## config.mk

```make
export PLATFORM = sky130hd
export DESIGN_NAME = echo_capture_ctrl_flat
export DESIGN_NICKNAME = d
export VERILOG_FILES = /design/src/rtl/echo_capture_ctrl_if.sv /design/src/rtl/echo_capture_ctrl.sv /design/src/flat_wrapper.sv
export SDC_FILE = /design/constraint.sdc
export NUM_CORES = 1
export LEC_CHECK = 0
export ABC_AREA = 1
export CORE_ASPECT_RATIO = 1.75
export CORE_MARGIN = 1.5
export CORE_UTILIZATION = 45
export CTS_BUF_LIST = sky130_fd_sc_hd__clkbuf_4 sky130_fd_sc_hd__clkbuf_8 sky130_fd_sc_hd__clkbuf_16
export DETAILED_ROUTE_END_ITERATION = 8
export PLACE_DENSITY = 0.81
export SETUP_SLACK_MARGIN = 0.05
export SLEW_MARGIN = 20
export SYNTH_ARGS = -nofsm -noshare
export SYNTH_HDL_FRONTEND = slang
export SYNTH_SLANG_ARGS = --single-unit
export TNS_END_PERCENT = 50
```

## constraint.sdc

```tcl
create_clock -name i_clk -period 2.3 [get_ports i_clk]
set_input_delay 0.345 -clock i_clk [delete_from_list [all_inputs] [get_ports i_clk]]
set_output_delay 0.345 -clock i_clk [all_outputs]
set_load 0.05 [all_outputs]
```

## src/rtl/echo_capture_ctrl_if.sv

```systemverilog
// echo_capture_ctrl_if: control, ADC and RAM write-port bundle of the echo capture controller
interface echo_capture_ctrl_if #(
  parameter int ASIZE = 13,
  parameter int DSIZE = 8,
  parameter int DLYW  = 16,
  parameter int DECW  = 8
);
  logic             i_arm;
  logic             i_trig;
  logic [DLYW-1:0]  i_delay;
  logic [DECW-1:0]  i_decim;
  logic [ASIZE:0]   i_len;
  logic [DSIZE-1:0] i_adc_data;
  logic             i_rd_done;
  logic             o_we;
  logic [ASIZE-1:0] o_wr_addr;
  logic [DSIZE-1:0] o_data;
  logic             o_busy;
  logic             o_ready;
  logic [ASIZE:0]   o_count;
  logic [DSIZE-1:0] o_peak;
  modport master (
    output i_arm, i_trig, i_delay, i_decim, i_len, i_adc_data, i_rd_done,
    input  o_we, o_wr_addr, o_data, o_busy, o_ready, o_count, o_peak
  );
  modport slave (
    input  i_arm, i_trig, i_delay, i_decim, i_len, i_adc_data, i_rd_done,
    output o_we, o_wr_addr, o_data, o_busy, o_ready, o_count, o_peak
  );
endinterface

```

## src/rtl/echo_capture_ctrl.sv

```systemverilog
// echo_capture_ctrl: gated, decimating write-side controller for the echo capture RAM
module echo_capture_ctrl #(
  parameter int ASIZE = 13,
  parameter int DSIZE = 8,
  parameter int DLYW  = 16,
  parameter int DECW  = 8
) (
  input logic                i_clk,
  input logic                i_rst_n,
  echo_capture_ctrl_if.slave bus
);
  localparam logic [2:0] IDLE    = 3'd0;
  localparam logic [2:0] ARMED   = 3'd1;
  localparam logic [2:0] DELAY   = 3'd2;
  localparam logic [2:0] CAPTURE = 3'd3;
  localparam logic [2:0] DONE1   = 3'd4;
  localparam logic [2:0] READY   = 3'd5;
  localparam logic [ASIZE:0] FULL = {1'b1, {ASIZE{1'b0}}};
  logic [2:0]       state_q, state_d;
  logic             trig_q;
  logic [DLYW-1:0]  dly_q, dly_d;
  logic [DECW-1:0]  dec_q, dec_d, dcnt_q, dcnt_d;
  logic [ASIZE:0]   len_q, len_d, count_q, count_d;
  logic             we_q, we_d;
  logic [ASIZE-1:0] addr_q, addr_d;
  logic [DSIZE-1:0] data_q, data_d, peak_q, peak_d;
  logic             busy_q, ready_q;
  logic             edge_w;
  assign edge_w = bus.i_trig & ~trig_q;
  // next-state: frame sequencing, decimated sample writes and peak tracking
  always_comb begin
    state_d = state_q;
    dly_d   = dly_q;
    dec_d   = dec_q;
    dcnt_d  = dcnt_q;
    len_d   = len_q;
    we_d    = 1'b0;
    addr_d  = addr_q;
    data_d  = data_q;
    count_d = count_q;
    peak_d  = peak_q;
    case (state_q)
      IDLE: state_d = bus.i_arm ? ARMED : IDLE;
      ARMED: begin
        if (edge_w) begin
          dly_d   = bus.i_delay;
          dec_d   = bus.i_decim;
          len_d   = (bus.i_len == '0 || bus.i_len > FULL) ? FULL : bus.i_len;
          dcnt_d  = '0;
          count_d = '0;
          peak_d  = '0;
          state_d = (bus.i_delay == '0) ? CAPTURE : DELAY;
        end
      end
      DELAY: begin
        dly_d   = dly_q - 1'b1;
        state_d = (dly_q == DLYW'(1)) ? CAPTURE : DELAY;
      end
      CAPTURE: begin
        dcnt_d = (dcnt_q == dec_q) ? '0 : dcnt_q + 1'b1;
        if (dcnt_q == '0) begin
          we_d    = 1'b1;
          data_d  = bus.i_adc_data;
          addr_d  = count_q[ASIZE-1:0];
          count_d = count_q + 1'b1;
          peak_d  = (bus.i_adc_data > peak_q) ? bus.i_adc_data : peak_q;
          state_d = (count_q + 1'b1 == len_q) ? DONE1 : CAPTURE;
        end
      end
      DONE1: state_d = READY;
      READY: state_d = bus.i_rd_done ? IDLE : READY;
      default: state_d = IDLE;
    endcase
  end
  // state and output registers; reset abandons any frame in progress
  always_ff @(posedge i_clk or negedge i_rst_n) begin
    if (!i_rst_n) begin
      state_q <= IDLE;
      trig_q  <= 1'b0;
      dly_q   <= '0;
      dec_q   <= '0;
      dcnt_q  <= '0;
      len_q   <= '0;
      count_q <= '0;
      we_q    <= 1'b0;
      addr_q  <= '0;
      data_q  <= '0;
      peak_q  <= '0;
      busy_q  <= 1'b0;
      ready_q <= 1'b0;
    end else begin
      state_q <= state_d;
      trig_q  <= bus.i_trig;
      dly_q   <= dly_d;
      dec_q   <= dec_d;
      dcnt_q  <= dcnt_d;
      len_q   <= len_d;
      count_q <= count_d;
      we_q    <= we_d;
      addr_q  <= addr_d;
      data_q  <= data_d;
      peak_q  <= peak_d;
      busy_q  <= state_d == ARMED || state_d == DELAY || state_d == CAPTURE || state_d == DONE1;
      ready_q <= state_d == READY;
    end
  end
  assign bus.o_we      = we_q;
  assign bus.o_wr_addr = addr_q;
  assign bus.o_data    = data_q;
  assign bus.o_busy    = busy_q;
  assign bus.o_ready   = ready_q;
  assign bus.o_count   = count_q;
  assign bus.o_peak    = peak_q;
endmodule

```

## src/flat_wrapper.sv

```systemverilog
// flat-port wrapper written by rule: the top's interface ports become plain ports
module echo_capture_ctrl_flat 
#(
  parameter int ASIZE = 13,
  parameter int DSIZE = 8,
  parameter int DLYW  = 16,
  parameter int DECW  = 8
)
  (i_clk, i_rst_n, bus_i_arm, bus_i_trig, bus_i_delay, bus_i_decim, bus_i_len, bus_i_adc_data, bus_i_rd_done, bus_o_we, bus_o_wr_addr, bus_o_data, bus_o_busy, bus_o_ready, bus_o_count, bus_o_peak);
  echo_capture_ctrl_if #(.ASIZE(ASIZE), .DSIZE(DSIZE), .DLYW(DLYW), .DECW(DECW)) bus_i ();
  input logic i_clk;
  input logic i_rst_n;
  input wire logic [$bits(bus_i.i_arm)-1:0] bus_i_arm;
  input wire logic [$bits(bus_i.i_trig)-1:0] bus_i_trig;
  input wire logic [$bits(bus_i.i_delay)-1:0] bus_i_delay;
  input wire logic [$bits(bus_i.i_decim)-1:0] bus_i_decim;
  input wire logic [$bits(bus_i.i_len)-1:0] bus_i_len;
  input wire logic [$bits(bus_i.i_adc_data)-1:0] bus_i_adc_data;
  input wire logic [$bits(bus_i.i_rd_done)-1:0] bus_i_rd_done;
  output wire logic [$bits(bus_i.o_we)-1:0] bus_o_we;
  output wire logic [$bits(bus_i.o_wr_addr)-1:0] bus_o_wr_addr;
  output wire logic [$bits(bus_i.o_data)-1:0] bus_o_data;
  output wire logic [$bits(bus_i.o_busy)-1:0] bus_o_busy;
  output wire logic [$bits(bus_i.o_ready)-1:0] bus_o_ready;
  output wire logic [$bits(bus_i.o_count)-1:0] bus_o_count;
  output wire logic [$bits(bus_i.o_peak)-1:0] bus_o_peak;
  assign bus_i.i_arm = bus_i_arm;
  assign bus_i.i_trig = bus_i_trig;
  assign bus_i.i_delay = bus_i_delay;
  assign bus_i.i_decim = bus_i_decim;
  assign bus_i.i_len = bus_i_len;
  assign bus_i.i_adc_data = bus_i_adc_data;
  assign bus_i.i_rd_done = bus_i_rd_done;
  assign bus_o_we = bus_i.o_we;
  assign bus_o_wr_addr = bus_i.o_wr_addr;
  assign bus_o_data = bus_i.o_data;
  assign bus_o_busy = bus_i.o_busy;
  assign bus_o_ready = bus_i.o_ready;
  assign bus_o_count = bus_i.o_count;
  assign bus_o_peak = bus_i.o_peak;
  echo_capture_ctrl #(.ASIZE(ASIZE), .DSIZE(DSIZE), .DLYW(DLYW), .DECW(DECW)) u_core (.i_clk(i_clk), .i_rst_n(i_rst_n), .bus(bus_i));
endmodule
```

# Yosys cells after proc, flatten, opt, wreduce, memory -nomap -nowiden
# Cells that the tools add are included.
# op_classes
addsub	3
multipliers	0
n_div	0
order_cmp	2
n_eq_ne	16
shift	0
muxes	22
bitwise_logic	2
reduce_logical	16
# ops
operator	n
14-bit two-way mux	3
8-bit two-way mux	4
16-bit one-hot mux with 2 select lines	1
8-bit one-hot mux with 2 select lines	2
14-bit one-hot mux with 2 select lines	1
3-bit one-hot mux with 6 select lines	1
16-bit by 1-bit equality test with 1-bit output (second input constant)	1
16-bit logical NOT	1
16-bit two-way mux	1
16-bit by 1-bit subtractor with 16-bit output (second input constant)	1
14-bit by 1-bit adder with 14-bit output (second input constant)	1
14-bit equality test	1
14-bit > comparator (second input constant)	1
14-bit logical NOT	1
3-bit by 2-bit equality test with 1-bit output (second input constant)	4
3-bit equality test (second input constant)	4
3-bit two-way mux	4
8-bit by 1-bit adder with 8-bit output (second input constant)	1
8-bit equality test	1
8-bit > comparator	1
8-bit logical NOT	1
2-bit AND reduction	4
3-bit by 1-bit equality test with 1-bit output (second input constant)	2
2-bit by 1-bit != test with 1-bit output (second input constant)	3
other kinds (8)	16
# word_totals
regBits	96
latchBits	0
ramBits	0
romBits	0
inputBits	51
out_inout_bits	46
wordCells	74
mem_count	0

# Logic depth before layout (Yosys ltp)
# Gate-level depths: netlist (run 1).
# depth
word_depth	9
ltp_mapped	16
ltp_nobuf	16

# Worst setup path after synthesis (run 1)
# No wires, ideal clock.
# synth_path
kind	flip-flop to flip-flop
startpoint	reg u_core.count_q[0] (netlist: u_core.bus.o_count[0])
endpoint	reg u_core.busy_q (netlist: u_core.bus.o_busy)
setup_ns	0.118
arrival_ns	2.048
t_required_ns	2.182
setup_slack_ns	0.134
path_stages_with_launch	17
n_path_buf	0
period_less_slack_ns	2.166
path_cell_list	dfrtp_1 -> ha_1 -> nand2_1 -> nor2_2 -> nand2_1 -> nand2_1 -> nand2_1 -> nand2_1 -> nand2_1 -> inv_2 -> nand3_2 -> nor2_2 -> nand3_1 -> nand2_2 -> nand3_1 -> nand2_1 -> nand2_1
# synth_between
elab_chain_len	9
word_cells_on_any_way	12
cone_classes	add/sub (1); eq/ne (5); mux (3); reduce/logical (3)
# synth_rtl
element	line_no	rtl
start, declared	echo_capture_ctrl.sv:23	logic [ASIZE:0] len_q, len_d, count_q, count_d;
start signal, assigned	echo_capture_ctrl.sv:98	count_q <= count_d;
14-bit by 1-bit adder with 14-bit output *	echo_capture_ctrl.sv:67	state_d = (count_q + 1'b1 == len_q) ? DONE1 : CAPTURE;
14-bit equality test *	echo_capture_ctrl.sv:67	
3-bit two-way mux *	echo_capture_ctrl.sv:67	
3-bit two-way mux *	echo_capture_ctrl.sv:61	if (dcnt_q == '0) begin
3-bit one-hot mux with 6 select lines *	echo_capture_ctrl.sv:42	case (state_q)
3-bit by 1-bit equality test with 1-bit output or 3-bit by 2-bit equality test with 1-bit output (tied branches)	echo_capture_ctrl.sv:103	busy_q <= state_d == ARMED || state_d == DELAY || state_d == CAPTURE || state_d == DONE1;
1-bit logical OR (2 in a row)	echo_capture_ctrl.sv:103	
1-bit logical OR *	echo_capture_ctrl.sv:103	
end signal, assigned	echo_capture_ctrl.sv:89	busy_q <= 1'b0;
end signal, assigned	echo_capture_ctrl.sv:103	
end, declared	echo_capture_ctrl.sv:27	logic busy_q, ready_q;
# Every way passes the cells marked *; elsewhere a longest branch is shown, timed or not.
# A chain may end at the register's enable or synchronous reset.

# Worst setup path in the final report (run 1)
# layout_path
startpoint	reg u_core.count_q[1] (netlist: u_core.bus.o_count[1])
endpoint	reg u_core.busy_q (netlist: u_core.bus.o_busy)
# The elaborated chain is that of the path after synthesis.

==> results.tsv, run 1 <==
stage	metric	value	unit
outcome	status	completed	
cts	insertion_delay	0.35	ns
synthesis	yosysSeqAreaShare	47.54	%
cts	numCtsBuffers	9	
global_route	grt_pass1_wl	22080	um
critical_path	endpoint_kind	register	
timing	period_minus_slack	2.030	ns
power	switching_share	30.73	%
cts	clock_path_buffers	2	
floorplanning	io_pins	97	
hold_path	hold_path.class	in -> async	
synthesis	netlist_area	5054	um2
cts	cts_setup_buffers	0	
finish	seq_area	2404	um2
cts	numClockSinks	96	
drt	via_count	4636	
floorplanning	die_w	83.11	um
flow_run	maxCapViolCount	0	
finish	diodes	0	
cts	cts_tree	done	
power	power.density	654.6	nW/um2
synthesis	syn_avg_cell_area	8.047	um2
power	irDropWorstVdd	0.0004313	V
global_route	grt_use_total	23.35	%
synthesis	yosys_warnings	0	
timing	setup_viol	0	
synthesis	synth_area_leader_cell	dfrtp_1	
power	power.combinational.fraction	21.9	%
synthesis	yosysUniqueCellTypes	36	
power	power_frac_seq	43.2	%
power	p_int	0.002951	W
global_route	grt_overflow	0	
cts	htreeDepth	3	
cts	clkTransAtPathRegs	0.06	ns
timing	skew	0.006397	ns
critical_path	required	2.53	ns
power	p_total	0.004261	W
drt	wl_per_cell	15.48	um
timing	fin_setup_tns	0	ns
finish	final_util	58.96	%
finish	multi_input_area	2332	um2
synthesis	syn_inst	628	
timing	slew-limit-headroom	55.35	%
finish	fillCellCount	1001	
timing	fin_crit_sh	88.26	%
floorplanning	core	11040	um2
drt	viasPerCell	5.360	
placement	post-dp-hpwl	10420	um
synthesis	syn_nets	692	
floorplanning	rows	51	
power	power_switching	0.001309	W
finish	nets	792	
placement	portBuffers	96	
timing	hold_viol	0	
finish	drive_gt1_share	8.731	%
synthesis	ys_ff_latch	96	
critical_path	arrival	2.26	ns
synthesis	yosys.area.top_type_share	47.54	%
timing	timing.fmax	492.6	MHz
global_route	antenna_found_initial	0	
timing	worst_pin_slew	0.6688	ns
timing	drv_slew	0	
power	p_leak	2.929	nW
timing	rsz0062_at_grt	no	
drt	detail-route-antenna-nets	0	
critical_path	crit_fanout	5	
critical_path	reg2reg_slack	0.27	ns
finish	stdcell_count	865	
drt	firstDrtPassIters	5	
finish	syn_to_final_growth	28.79	%
placement	routabilityCongestion	0.9406	
drt	drc	0	
timing	whs	0.4683	ns
critical_path	critPathKind	reg -> reg	
global_route	grt_pass1_vias	4763	
drt	dr.first_iter.drc_count	255	
synthesis	synthTopCellsByArea	dfrtp_1 (48%), nand2_1 (12%), nand3_1 (5.4%), inv_1 (4.5%), ha_1 (3.2%)	
critical_path	cp-start-kind	register	
drt	wirelength	13390	um
power	clkPwrFrac	34.9	%
floorplanning	die_area	11900	um2
floorplanning	initial_utilization	45.78	%
placement	dp_cells	848	
global_route	grt_max_degree	43	
floorplanning	dieHeight	143.2	um
cts	root_buffer	clkbuf_16	
## cell usage in the layout, fill, tap and decap left out, types with 2 or more instances in the layout
cell,netlist,final
nand3b_1,2,2
xnor2_1,10,10
o21bai_1,2,2
nand4_1,12,12
o22ai_1,17,17
nor2_2,6,6
inv_2,9,9
xor2_1,10,9
nor3_2,2,2
buf_4,1,9
nand3_1,55,55
nor2_1,38,37
o21ai_0,31,31
ha_1,13,12
o211ai_1,9,9
dfrtp_1,96,95
o311ai_0,2,2
nor4_1,6,6
o21ai_1,20,20
clkdlybuf4s50_1,0,95
inv_1,61,61
clkinvlp_4,0,2
a21oi_1,11,11
nand2_1,168,167
nand2_2,9,10
nor3_1,9,9
clkbuf_16,0,9
nor2_4,2,3
nand3_2,4,4
clkinv_2,0,3
## kinds of logic (layout without fill, tap and decap cells)
logic type	count (synthesis)	in the layout	share of synthesized area (%)
AO/OA/AOI/OAI	96	96	10.84
adder cells (fa/ha/maj)	13	13	3.219
flip-flops	96	96	47.54
AND/OR/NAND/NOR	315	315	28.03
XOR/XNOR	20	20	3.466
buffers and inverters	88	193	6.908
## cell usage after synthesis (all sizes together)
cell    instances
ha             13
xor2           10
nand3          59
a31oi           1
a21oi          11
or2             1
dfrtp          96
o21bai          2
o311ai          3
o22ai          17
o211ai          9
buf             8
nor4            7
nor2           46
clkinv          1
o21ai          51
o221ai          1
clkbuf          9
nand2         177
inv            70
nor3           11
nand4          12
a22oi           1
xnor2          10
nand3b          2
## worst max-delay path, cell delays in order (launching register included)
cell	delay, ns
dfrtp_1	0.46
ha_4	0.18
nand2_2	0.08
nor2_2	0.21
nand2_1	0.08
nand2_1	0.08
nand2_1	0.07
nand2_1	0.06
nand2_1	0.06
inv_2	0.05
nand3_2	0.05
nor2_2	0.13
nand4_1	0.14
nand2_1	0.10
nand2_1	0.06
nand2_1	0.06
nand2_1	0.05
## cell type report
class                      count  area share [%]
multi-input combinational    444           35.83
timing repair buffer         106           16.11
clock inverter                 6          0.9227
tap                          132           2.537
sequential                    96           36.93
clock buffer                  10           3.576
inverter                      71           4.095
## through the flow
step	worst slack [ns]	area, um2
2_1_floorplan	0.1339	5054
3_3_place_gp	-0.006812	6175
3_5_place_dp	-0.1648	6175
4_1_cts	0.1515	6477
5_1_grt	0.05676	6509
6_report	0.2701	6509
## power groups by stage
stage / Combinational, W / Sequential [W] / Clock, W
after floorplan: 0.000279 / 0.00211 / 0
after global placement: 0.000903 / 0.00187 / 0
after detailed placement: 0.000937 / 0.00187 / 0
after CTS: 0.000940 / 0.00184 / 0.00151
after global routing: 0.00102 / 0.00184 / 0.00158
final: 0.000934 / 0.00184 / 0.00149
## routing by layer
metal	GRT usage, %	share of wire (%)	up-vias
met5	0	0	-
met4	11.84	3.4	0
met3	4.220	3.8	31
met2	43.82	56	124
met1	24.77	37	2196
li1	-	-	2285
## registers in the layout (all words and copies together), names as in the netlist
register and flops:
u_core.dly_q 16, u_core.bus.o_count 14, u_core.len_q 14, u_core.bus.o_wr_addr 13
u_core.bus.o_data 8, u_core.bus.o_peak 8, u_core.dcnt_q 8, u_core.dec_q 8
u_core.state_q 3, u_core.bus.o_busy 1, u_core.bus.o_ready 1, u_core.bus.o_we 1
u_core.trig_q 1
## path summary, 6_finish.rpt
| check | from | cells after the start | end |
|---|---|---|---|
| min in group i_clk | u_core.bus.o_wr_addr[3]$_DFFE_PN0P_ | 2 | u_core.bus.o_wr_addr[3]$_DFFE_PN0P_ |
| max in group asynchronous | i_rst_n | 3 | u_core.bus.o_count[0]$_DFFE_PN0P_ |
| max reg2reg | u_core.bus.o_count[1]$_DFFE_PN0P_ | 16 | u_core.bus.o_busy$_DFF_PN0_ |
| min | i_rst_n | 2 | u_core.dly_q[15]$_DFFE_PN0P_ |
| max | u_core.bus.o_count[1]$_DFFE_PN0P_ | 16 | u_core.bus.o_busy$_DFF_PN0_ |
| min reg2reg | u_core.bus.o_wr_addr[3]$_DFFE_PN0P_ | 2 | u_core.bus.o_wr_addr[3]$_DFFE_PN0P_ |
## what timing repair did
item,CTS,global route
hold buffers,1,0
gates resized for setup,0,6
endpoints found under the setup margin,0,11
endpoints found under the hold margin,28,0
Note: power is estimated with default switching activity, not from simulation.
==> run 2, diff against run 1 <==
--- a/config.mk
+++ b/config.mk
@@ -5,15 +5,12 @@
 export SDC_FILE = /design/constraint.sdc
 export NUM_CORES = 1
 export LEC_CHECK = 0
-export ABC_AREA = 1
 export CORE_ASPECT_RATIO = 1.75
-export CORE_MARGIN = 1.5
 export CORE_UTILIZATION = 45
 export CTS_BUF_LIST = sky130_fd_sc_hd__clkbuf_4 sky130_fd_sc_hd__clkbuf_8 sky130_fd_sc_hd__clkbuf_16
 export DETAILED_ROUTE_END_ITERATION = 8
 export PLACE_DENSITY = 0.81
 export SETUP_SLACK_MARGIN = 0.05
-export SLEW_MARGIN = 20
 export SYNTH_ARGS = -nofsm -noshare
 export SYNTH_HDL_FRONTEND = slang
 export SYNTH_SLANG_ARGS = --single-unit
==> results.tsv, run 2 <==
stage	metric	value	unit
critical_path	path_depth	5	
floorplanning	dieHeight	142.2	um
hold_path	hold_path.class	in -> async	
synthesis	synth_most_common_cell	nand2_1	
finish	layout_commonest_cell	nand2_1	
global_route	grt_overflow	0	
critical_path	cp-endpoint	u_core.dly_q[14]$_DFFE_PN0P_	
synthesis	syn_inst	563	
critical_path	arrival	2.50	ns
global_route	grt_util_met1	28.21	%
timing	skew	0.006435	ns
timing	rsz0062_at_grt	yes	
synthesis	netlist_area	5054	um2
cts	htreeDepth	3	
drt	firstDrtPassIters	5	
timing	hold_viol	0	
critical_path	cp_slowest_cell	or4_4	
critical_path	cp-start-kind	register	
timing	timing.fmax	438.8	MHz
synthesis	syn_avg_cell_area	8.976	um2
critical_path	endpoint_kind	register	
critical_path	path_buf_inv	0	
critical_path	r2r-end	u_core.dly_q[14]$_DFFE_PN0P_	
power	p_int	0.004853	W
finish	nets	743	
timing	fin_ws	0.02089	ns
power	clkPwrFrac	18.7	%
global_route	grt_max_degree	49	
critical_path	reg2reg_depth	5	
synthesis	synth_ff_type	dfrtp_1	
timing	fin_crit_sh	99.09	%
synthesis	synthTopCellsByCount	nand2_1 (122), dfrtp_1 (96), o21ai_0 (43)	
drt	wirelength	13550	um
floorplanning	die_area	11670	um2
synthesis	yosysUniqueCellTypes	57	
critical_path	reg2reg_from	u_core.dly_q[9]$_DFFE_PN0P_	
critical_path	reg2reg_slack	0.02	ns
power	irDropWorstVdd	0.0008676	V
finish	diodes	0	
critical_path	crit_fanout	5	
cts	numClockSinks	96	
global_route	grt_pass1_vias	4701	
drt	viasPerCell	5.807	
cts	clock_path_buffers	2	
global_route	antenna_found_initial	0	
synthesis	synthArstFlopShare	100.0	%
critical_path	crit_family	simple AND/OR/NAND/NOR gates	
power	power_frac_seq	33.5	%
power	p_leak	2.934	nW
timing	worst_pin_slew	0.7145	ns
drt	drc	0	
global_route	busiest_layer	met2	
drt	via_count	4727	
drt	detail-route-antenna-nets	0	
critical_path	critical_path.most_common_cell	or4_4	
cts	numCtsBuffers	9	
finish	syn_to_final_growth	32.98	%
critical_path	required	2.52	ns
outcome	status	completed	
synthesis	synth_edf_count	0	
floorplanning	die_w	82.11	um
timing	period_minus_slack	2.279	ns
drt	wl_per_cell	16.65	um
synthesis	syn_nets	627	
cts	clkTransAtPathRegs	0.07	ns
synthesis	yosysSeqAreaShare	47.54	%
floorplanning	io_pins	97	
finish	final_util	62.09	%
cts	cts_tree	done	
finish	largest_reg_flops	16	
finish	drive_gt1_share	12.13	%
placement	portBuffers	96	
power	power.density	1263	nW/um2
timing	setup_viol	0	
global_route	grt_pass1_wl	22270	um
critical_path	setup.worst_path.start	u_core.dly_q[9]$_DFFE_PN0P_	
critical_path	cpPeakStageDelay	0.54	ns
flow_run	maxCapViolCount	0	
timing	drv_slew	0	
global_route	grt_use_met2	43.32	%
finish	fillCellCount	906	
drt	dr.first_iter.drc_count	245	
synthesis	ys_ff_latch	96	
synthesis	synth_area_leader_cell	dfrtp_1	
placement	post-dp-hpwl	10250	um
floorplanning	rows	50	
cts	insertion_delay	0.34	ns
critical_path	worstPathCellList	or4_4, or4b_4, or4_4, nand3_2, o211ai_2	
timing	slew-limit-headroom	52.19	%
power	power_switching	0.003635	W
floorplanning	core	10820	um2
synthesis	yosys_warnings	0	
placement	dp_slack	-0.1602	ns
floorplanning	initial_utilization	46.69	%
critical_path	critPathKind	reg -> reg	
synthesis	synthTopCellsByArea	dfrtp_1 (48%), nand2_1 (9.1%), o21ai_0 (4.3%), ha_1 (3.2%), nor2_1 (3.0%)	
global_route	met3_usage	4.038	%
cts	root_buffer	clkbuf_16	
power	power.combinational.fraction	47.7	%
global_route	grt_use_total	24.98	%
power	switching_share	42.83	%
placement	routabilityCongestion	0.8658	
finish	regMostFlops	u_core.dly_q	
synthesis	yosys.area.top_type_share	47.54	%
finish	final_cell_mix	nand2_1 (122), clkdlybuf4s50_1 (95), dfrtp_1 (91)	
==> run 2: cell count changes after synthesis, moves of 7 or more <==
cell / before / now
o21ai_0: 31 / 43
nand3_1: 55 / 19
nand2_2: 9 / 0
nand2_1: 168 / 122
mux2_2: 0 / 7
inv_1: 61 / 20
nor4_1: 6 / 15
o21ai_1: 20 / 0
clkbuf_1: 9 / 25
a22o_1: 0 / 11
inv_2: 9 / 0
o22ai_1: 17 / 1
==> run 2: worst reg2reg max path, delay by kind of cell, from the launching register on <==
family	cells	cell delay, ns
compound gates	1	0.08
simple gates	4	1.70
flops	1	0.40
==> run 2: cell type report <==
cell class / count / area, um2 / share of cell area [%]
Multi-Input combinational cell: 420 / 2499 / 37.18
Clock buffer: 9 / 225.2 / 3.351
Timing Repair Buffer: 132 / 1256 / 18.69
Inverter: 20 / 75.07 / 1.117
Tap cell: 130 / 162.7 / 2.420
Sequential cell: 96 / 2409 / 35.84
Clock inverter: 7 / 93.84 / 1.396
==> run 2: through the flow <==
stage	TNS (ns)	power (W)	area, um2	hold slack [ns]	std cells
finish	0	0.008487	6720	0.4389	814
global route	-0.04417	0.009004	6720	0.4590	814
CTS	0	0.008504	6703	0.4380	814
detailed placement	-1.276	0.006884	6371	0.2688	797
global placement	-0.5249	0.006728	6371	0.2594	797
floorplan	0	0.005520	5060	0.04941	563
==> run 2: worst min-delay path by stage <==
stage,endpoint,slack [ns]
after floorplan,u_core.bus.o_busy$_DFF_PN0_,0.05
after global placement,u_core.dly_q[5]$_DFFE_PN0P_,0.26
after detailed placement,u_core.dly_q[5]$_DFFE_PN0P_,0.27
after CTS,u_core.dly_q[5]$_DFFE_PN0P_,0.44
after global routing,u_core.dly_q[5]$_DFFE_PN0P_,0.46
final,u_core.dly_q[5]$_DFFE_PN0P_,0.44
==> run 2: per-layer routing <==
metal / vias to the layer above / share of wire (%)
li1: 2219 / -
met1: 2284 / 37
met2: 179 / 54
met3: 45 / 4.3
met4: 0 / 4.5
met5: - / 0
==> run 2: power by group through the flow <==
| stage | Combinational (W) | Sequential [W] | Clock, W |
|---|---|---|---|
| after floorplan | 0.00181 | 0.00371 | 0 |
| after CTS | 0.00405 | 0.00283 | 0.00162 |
| after global placement | 0.00390 | 0.00283 | 0 |
| final | 0.00405 | 0.00285 | 0.00159 |
| after detailed placement | 0.00402 | 0.00286 | 0 |
| after global routing | 0.00440 | 0.00292 | 0.00169 |
==> run 2: what timing repair did <==
| action | 4_1_cts | 5_1_grt |
|---|---|---|
| setup buffers | 0 | 0 |
| hold buffers | 1 | 0 |
| gates resized for setup | 1 | 3 |
| hold endpoints to repair | 22 | 0 |
| pin swaps | 0 | 3 |
| setup endpoints to repair | 19 | 24 |
==> run 2: logic make-up after synthesis <==
| group | count (synthesis) | share of synthesized area [%] |
|---|---|---|
| and+or+nand+nor | 260 | 24.46 |
| AOI/OAI and AO/OA | 116 | 15.50 |
| DFF | 96 | 47.54 |
| buffers and inverters | 47 | 3.516 |
| xor gates and xnor gates | 22 | 3.813 |
| adders and majority gates | 13 | 3.219 |
| muxes | 9 | 1.956 |
==> run 3, diff against run 2 <==
--- a/config.mk
+++ b/config.mk
@@ -9,6 +9,7 @@
 export CORE_UTILIZATION = 45
 export CTS_BUF_LIST = sky130_fd_sc_hd__clkbuf_4 sky130_fd_sc_hd__clkbuf_8 sky130_fd_sc_hd__clkbuf_16
 export DETAILED_ROUTE_END_ITERATION = 8
+export MAX_ROUTING_LAYER = met4
 export PLACE_DENSITY = 0.81
 export SETUP_SLACK_MARGIN = 0.05
 export SYNTH_ARGS = -nofsm -noshare
==> results.tsv, run 3 (synthesis gave the netlist of run 2 again) <==
stage	metric	value	unit
outcome	status	completed	
power	irDropWorstVdd	0.0008050	V
cts	htreeDepth	3	
timing	rsz0062_at_grt	yes	
cts	root_buffer	clkbuf_16	
hold_path	hold_path.class	in -> async	
critical_path	arrival	2.51	ns
cts	insertion_delay	0.35	ns
critical_path	cp_slowest_cell	or4b_4	
drt	wirelength	13360	um
drt	viasPerCell	5.768	
global_route	grt_pass1_vias	4643	
cts	cts_tree	done	
timing	drv_slew	0	
floorplanning	rows	50	
floorplanning	io_pins	97	
power	p_leak	2.945	nW
finish	layout_commonest_cell	nand2_1	
finish	fillCellCount	907	
drt	via_count	4701	
timing	timing.fmax	446.0	MHz
global_route	grt_overflow	0	
placement	placed_cell_area	6371	um2
timing	setup_viol	0	
cts	clock_path_buffers	2	
drt	drc	0	
finish	fin_area	6728	um2
cts	numCtsBuffers	9	
power	p_total	0.008465	W
global_route	grt_max_degree	47	
floorplanning	die_area	11670	um2
timing	slew-limit-headroom	51.54	%
timing	fin_crit_sh	97.50	%
cts	numClockSinks	96	
placement	routabilityCongestion	0.9427	
timing	worst_pin_slew	0.7242	ns
critical_path	endpoint_kind	register	
finish	largest_reg_flops	16	
power	power.density	1258	nW/um2
timing	hold_viol	0	
critical_path	worstPathCellList	or4_4, or4b_4, nor2_1, a311o_1, nor4_2, a21oi_1	
finish	syn_to_final_growth	33.13	%
finish	drive_gt1_share	12.41	%
finish	diodes	0	
floorplanning	die_w	82.11	um
critical_path	cp-start-kind	register	
critical_path	path_buf_inv	0	
critical_path	cpPeakStageDelay	0.57	ns
global_route	grt_pass1_wl	22000	um
floorplanning	dieHeight	142.2	um
critical_path	critPathKind	reg -> reg	
finish	regMostFlops	u_core.dly_q	
global_route	grt_use_total	25.45	%
drt	wl_per_cell	16.40	um
floorplanning	core	10820	um2
drt	firstDrtPassIters	5	
global_route	antenna_found_initial	0	
finish	final_cell_mix	nand2_1 (122), clkdlybuf4s50_1 (95), dfrtp_1 (91)	
cts	clkTransAtPathRegs	0.06	ns
timing	period_minus_slack	2.242	ns
finish	nets	744	
timing	skew	0.008817	ns
critical_path	crit_fanout	5	
placement	portBuffers	96	
flow_run	maxCapViolCount	0	
critical_path	crit_family	simple AND/OR/NAND/NOR gates	
critical_path	reg2reg_slack	0.06	ns
placement	post-dp-hpwl	10170	um
critical_path	required	2.57	ns
drt	detail-route-antenna-nets	0	
floorplanning	initial_utilization	46.69	%
drt	dr.first_iter.drc_count	264	
==> run 3: changes by cell type in the layout (fill, tap and decap cells not counted), sizes merged <==
cell / before / now
buf: 36 / 37
bufinv: 2 / 1
clkbuf: 9 / 11
clkinv: 2 / 3
clkinvlp: 2 / 0
==> run 3: layer usage <==
metal | track usage, % | wire length, um | up-vias
met2 | 43.06 | 7273 | 133
met4 | 12.83 | 547 | 0
met5 | - | 0 | -
li1 | - | - | 2224
met1 | 28.51 | 5104 | 2303
met3 | 3.526 | 438 | 41
==> run 3: worst paths after layout <==
kind / start / to / cells past startpoint
min in group i_clk: u_core.bus.o_data[2]$_DFFE_PN0P_ / u_core.bus.o_data[2]$_DFFE_PN0P_ / 2
max reg2reg: u_core.dly_q[9]$_DFFE_PN0P_ / u_core.state_q[0]$_DFF_PN0_ / 6
max in group asynchronous: i_rst_n / u_core.bus.o_count[0]$_DFFE_PN0P_ / 3
min reg2reg: u_core.bus.o_data[2]$_DFFE_PN0P_ / u_core.bus.o_data[2]$_DFFE_PN0P_ / 2
max: u_core.dly_q[9]$_DFFE_PN0P_ / u_core.state_q[0]$_DFF_PN0_ / 6
min: i_rst_n / u_core.dly_q[7]$_DFFE_PN0P_ / 2
==> run 3: repair_timing <==
action	CTS	global route
pin swaps	0	5
endpoints found under the setup margin	15	6
setup buffers	0	1
hold buffers	1	0
gates resized for setup	2	4
endpoints found under the hold margin	27	0
==> run 3: where the power goes <==
group / switching, W / total (W) / internal (W)
Combinational: 0.00247 / 0.00407 / 0.00160
Sequential: 0.000545 / 0.00286 / 0.00232
Clock: 0.000631 / 0.00153 / 0.000900
==> run 3: layout make-up <==
class / count / area (um2) / area share, %
multi-input combinational: 420 / 2511 / 37.33
tap: 130 / 162.7 / 2.418
clock buffer: 11 / 252.7 / 3.757
sequential: 96 / 2409 / 35.80
timing repair buffer: 133 / 1264 / 18.78
inverter: 20 / 75.07 / 1.116
clock inverter: 5 / 53.80 / 0.7997
==> run 3: stage by stage <==
step	instances	utilization, %	setup TNS [ns]	hold WS [ns]	setup WS (ns)
global placement	797	58.87	-0.5537	0.2849	-0.07373
CTS	814	61.87	0	0.4742	0.04440
detailed placement	797	58.87	-1.395	0.2939	-0.1280
finish	815	62.16	0	0.4581	0.05760
floorplan	563	-	0	0.04941	0.06238
global route	815	62.16	0	0.5018	0.005179
==> run 3: worst register-to-register path: stages, from the launching register on <==
cell     delay (ns)
dfrtp_1        0.38
or4_4          0.54
or4b_4         0.57
nor2_1         0.19
a311o_1        0.25
nor4_2         0.07
a21oi_1        0.17
==> variant 1, RTL diff (flow settings as in run 1) <==
`ASIZE` is set to 13 in 3 places; all go to 14.
--- a/src/rtl/echo_capture_ctrl_if.sv
+++ b/src/rtl/echo_capture_ctrl_if.sv
@@ -1,5 +1,5 @@
 // echo_capture_ctrl_if: control, ADC and RAM write-port bundle of the echo capture controller
 interface echo_capture_ctrl_if #(
-  parameter int ASIZE = 13,
+  parameter int ASIZE = 14,
   parameter int DSIZE = 8,
   parameter int DLYW  = 16,
--- a/src/rtl/echo_capture_ctrl.sv
+++ b/src/rtl/echo_capture_ctrl.sv
@@ -1,5 +1,5 @@
 // echo_capture_ctrl: gated, decimating write-side controller for the echo capture RAM
 module echo_capture_ctrl #(
-  parameter int ASIZE = 13,
+  parameter int ASIZE = 14,
   parameter int DSIZE = 8,
   parameter int DLYW  = 16,
--- a/src/flat_wrapper.sv
+++ b/src/flat_wrapper.sv
@@ -2,5 +2,5 @@
 module echo_capture_ctrl_flat 
 #(
-  parameter int ASIZE = 13,
+  parameter int ASIZE = 14,
   parameter int DSIZE = 8,
   parameter int DLYW  = 16,
Interface: changed (resized bus_i_len, bus_o_count and bus_o_wr_addr); port bits go from 97 to 100. The function was not compared with the original's and may differ.
==> variant 1 against run 1 <==
- the run now ends with DRC left
- synthesized area rose by 2.9%
- total power rose by 9.2%
- worst setup slack got worse by 0.046 ns
- cell area rose by 5.6%
- clock power rose by 21%
- wire length rose by 8.1%
- core utilization rose by 2.6 points
- sequential cell count rose by 3
- highest routed layer unchanged
==> variant 1: results (changes against run 1) <==
reg2reg setup slack: 0.22 ns (-0.05 ns)
Peak VDD IR: 0.4247 mV (-1.5%)
top cells by count, synth: nand2_1 (174), dfrtp_1 (99), inv_1 (73), nand3_1 (66), o21ai_0 (50)
Lkg Pwr: 3.145 nW (+7.4%)
vias in the first global route: 4967 (+4.3%)
internal power: 0.003300 W (+12%)
violations in the final reports: DRC
gpl congestion: 0.9311 (-1.0%)
largest net degree at the start of global routing: 60 (+40%)
fraction of layout instances using a drive strength above 1: 7.652% (-1.1 points)
DRT Pass-1 Iters: 7 (+2)
Final Non-Filler Cells: 903 (+4.4%)
met1 wire length: 5178 um (+4.7%)
placed instance area: 6412 um2 (+3.9%)
critical path fanouts, max: 6 (+1)
met2 WL post-DR: 7809 um (+4.4%)
DP Cell Count: 884 (+4.2%)
status: finished, violations left
syn_nets: 719 (+3.9%)
Crit path largest cell delay: 0.42 ns (-0.04 ns)
post-synthesis adder-cell area fraction: 3.127% (-0.092 points)
routed length on met3: 715 um (+41%)
Crit-path slowest cell: dfrtp_2
post-synth cell types: 37 (+2.8%)
Comb power: 0.000960 W (+2.8%)
routed length per instance: 16.03 um (+3.6%)
Slew headroom: 59.88% (+4.5 points)
post_cts resized: 3 (+3)
input/output buffers: 99 (+3.1%)
drc violations: 1 (+1)
share of the synthesized area in the top cell type: 47.62% (+0.083 points)
Final period util: 90.24% (+2.0 points)
-- variant 1: layout make-up --
type / count / area, um2 / share of cell area (%)
timing repair buffer: 119 / 1166 / 16.97
clock buffer: 11 / 252.7 / 3.677
inverter: 76 / 285.3 / 4.151
tap: 132 / 165.2 / 2.403
clock inverter: 5 / 107.6 / 1.566
sequential: 99 / 2480 / 36.08
multi-input combinational: 461 / 2416 / 35.15
-- variant 1: worst min path at each step --
stage / end / startpoint / slack, ns
final: u_core.trig_q / bus_i_trig / 0.47
after global routing: u_core.trig_q / bus_i_trig / 0.46
after CTS: u_core.trig_q / bus_i_trig / 0.46
after detailed placement: u_core.dly_q[7] / i_rst_n / 0.36
after global placement: u_core.dly_q[7] / i_rst_n / 0.36
after floorplan: u_core.bus.o_busy / i_rst_n / 0.05
==> variant 2, RTL diff (settings of run 1) <==
Without the edit above. Take the reset off `addr_q` and `data_q` and load them in a clocked block of their own.
--- a/src/rtl/echo_capture_ctrl.sv
+++ b/src/rtl/echo_capture_ctrl.sv
@@ -84,6 +84,4 @@
       count_q <= '0;
       we_q    <= 1'b0;
-      addr_q  <= '0;
-      data_q  <= '0;
       peak_q  <= '0;
       busy_q  <= 1'b0;
@@ -98,10 +96,13 @@
       count_q <= count_d;
       we_q    <= we_d;
-      addr_q  <= addr_d;
-      data_q  <= data_d;
       peak_q  <= peak_d;
       busy_q  <= state_d == ARMED || state_d == DELAY || state_d == CAPTURE || state_d == DONE1;
       ready_q <= state_d == READY;
     end
+  end
+
+  always_ff @(posedge i_clk) begin
+    addr_q <= addr_d;
+    data_q <= data_d;
   end
   assign bus.o_we      = we_q;
Formal check against the unedited RTL: differs if i_rst_n is asserted again (counterexample within 4 cycles, from zero or initial values and one cycle with i_rst_n low); with i_rst_n held inactive, the same outputs for 10 cycles.
==> variant 2 against run 1 <==
- synthesized area down 0.67%
- largest power group unchanged
- critical path depth down 2
- worst setup slack worse by 0.015 ns
- hold slack better by 0.0036 ns
- final cell count down 4.0%
- critical endpoint unchanged
- sequential cell count unchanged
- total power down 2.1%
- wire length down 8.0%
- cell area down 0.56%
- highest routed layer unchanged
==> variant 2: results (changes against run 1) <==
setup ws final: 0.2552 ns (-0.01487 ns)
first-pass GRT wire length: 20840 um (-5.6%)
internal power: 0.002898 W (-1.8%)
status: completed
FF-to-FF path depth: 14 (-2)
gpl congestion: 0.9137 (-2.9%)
Layout Skew: 0.01416 ns (+0.007759 ns)
Peak VDD IR: 0.4262 mV (-1.2%)
sequential share of the synthesized area: 49.95% (+2.4 points)
async set-reset flop share out of synthesis: 78.13% (-22 points)
DRT Pass-1 Iters: 4 (-1)
Top reg by flops: u_core.dly_q
DP Cell Count: 813 (-4.1%)
worst hold path class: input pin to register
Final Non-Filler Cells: 830 (-4.0%)
Lkg Pwr: 2.938 nW (+0.30%)
Post-synth EDFFs: 21 (+21)
largest cells by area after synthesis: dfrtp_1 (37%), edfxtp_1 (13%), nand2_1 (11%)
Avg Cell Area, Syn: 8.523 um2 (+5.9%)
dpl hpwl: 9717 um (-6.7%)
actual slew at the worst max-slew pin: 0.5715 ns (-0.09725 ns)
final WL: 12330 um (-8.0%)
DR vias: 4482 (-3.3%)
fraction of layout instances using a drive strength above 1: 8.000% (-0.73 points)
syn_nets: 653 (-5.6%)
number of DRC markers in iteration 0: 266 (+4.3%)
dpl ws: 0.07199 ns (+0.2367 ns)
input/output buffers: 96 (unchanged)
reg-to-reg startpoint: u_core.bus.o_count[0]
Crit path largest cell delay: 0.35 ns (-0.11 ns)
top cells by count, synth: nand2_1 (151), inv_1 (79), dfrtp_1 (75), nand3_1 (59), nor2_1 (30)
Overall Global Routing Usage: 22.13% (-1.2 points)
Final #Nets: 759 (-4.2%)
==> variant 2: final cells by class <==
type | count | area [um2]
fillers | 947 | 4288
flip-flops and latches | 96 | 2507
multi-input cells | 398 | 2151
repair buffers | 109 | 1071
inverters | 81 | 304.0
clock buffers | 10 | 232.7
well taps | 130 | 162.7
clock inverters | 6 | 43.79
==> variant 2: cells by family (layout without fill, tap and decap cells) <==
group	after synthesis	in the layout	synth area share, %
buffers and inverters	95	206	7.353
adder cells (fa/ha/maj)	13	13	3.240
flip-flops	96	96	49.95
XOR/XNOR	12	12	2.094
AND/OR/NAND/NOR	288	288	26.57
AO/OA/AOI/OAI	85	85	10.79
==> variant 2: stage by stage <==
| stage | util [%] | total power (W) | hold WS [ns] | instance area (um2) |
|---|---|---|---|---|
| after global placement | 57.42 | 0.002784 | 0.3350 | 6178 |
| final | 60.15 | 0.004170 | 0.4719 | 6472 |
| after global routing | 60.15 | 0.004361 | 0.4765 | 6472 |
| after floorplan | - | 0.002460 | 0.04941 | 5020 |
| after detailed placement | 57.42 | 0.002824 | 0.3502 | 6178 |
| after CTS | 60.08 | 0.004203 | 0.4637 | 6465 |
==> variant 2: repair_timing <==
item / in CTS / in global routing
endpoints found under the setup margin: 0 / 1
endpoints found under the hold margin: 36 / 0
resized for setup: 0 / 2
hold buffers: 1 / 0
==> variant 2: worst max path at each step <==
stage / startpoint / to / depth (start not counted)
5_1_grt: u_core.bus.o_count[0] / u_core.bus.o_busy / 14
4_1_cts: u_core.bus.o_count[0] / u_core.bus.o_busy / 14
3_5_place_dp: bus_i_adc_data[7] / u_core.bus.o_peak[6] / 11
2_1_floorplan: u_core.bus.o_count[1] / u_core.bus.o_busy / 14
3_3_place_gp: bus_i_adc_data[3] / u_core.bus.o_peak[6] / 10
6_report: u_core.bus.o_count[0] / u_core.bus.o_busy / 14
==> variant 2: routing by layer <==
metal	share of wire (%)	global-route usage, %	up-vias
li1	-	-	2183
met1	37	24.02	2100
met2	54	40.14	158
met3	4.0	3.988	41
met4	4.6	12.89	0
met5	0	0	-
==> variant 2: power by group through the flow <==
stage          combinational [W]  clock (W)  sequential [W]
2_1_floorplan           0.000288          0         0.00217
3_3_place_gp            0.000867          0         0.00192
3_5_place_dp            0.000901          0         0.00192
4_1_cts                 0.000905    0.00141         0.00189
5_1_grt                 0.000978    0.00149         0.00189
6_report                0.000902    0.00138         0.00189
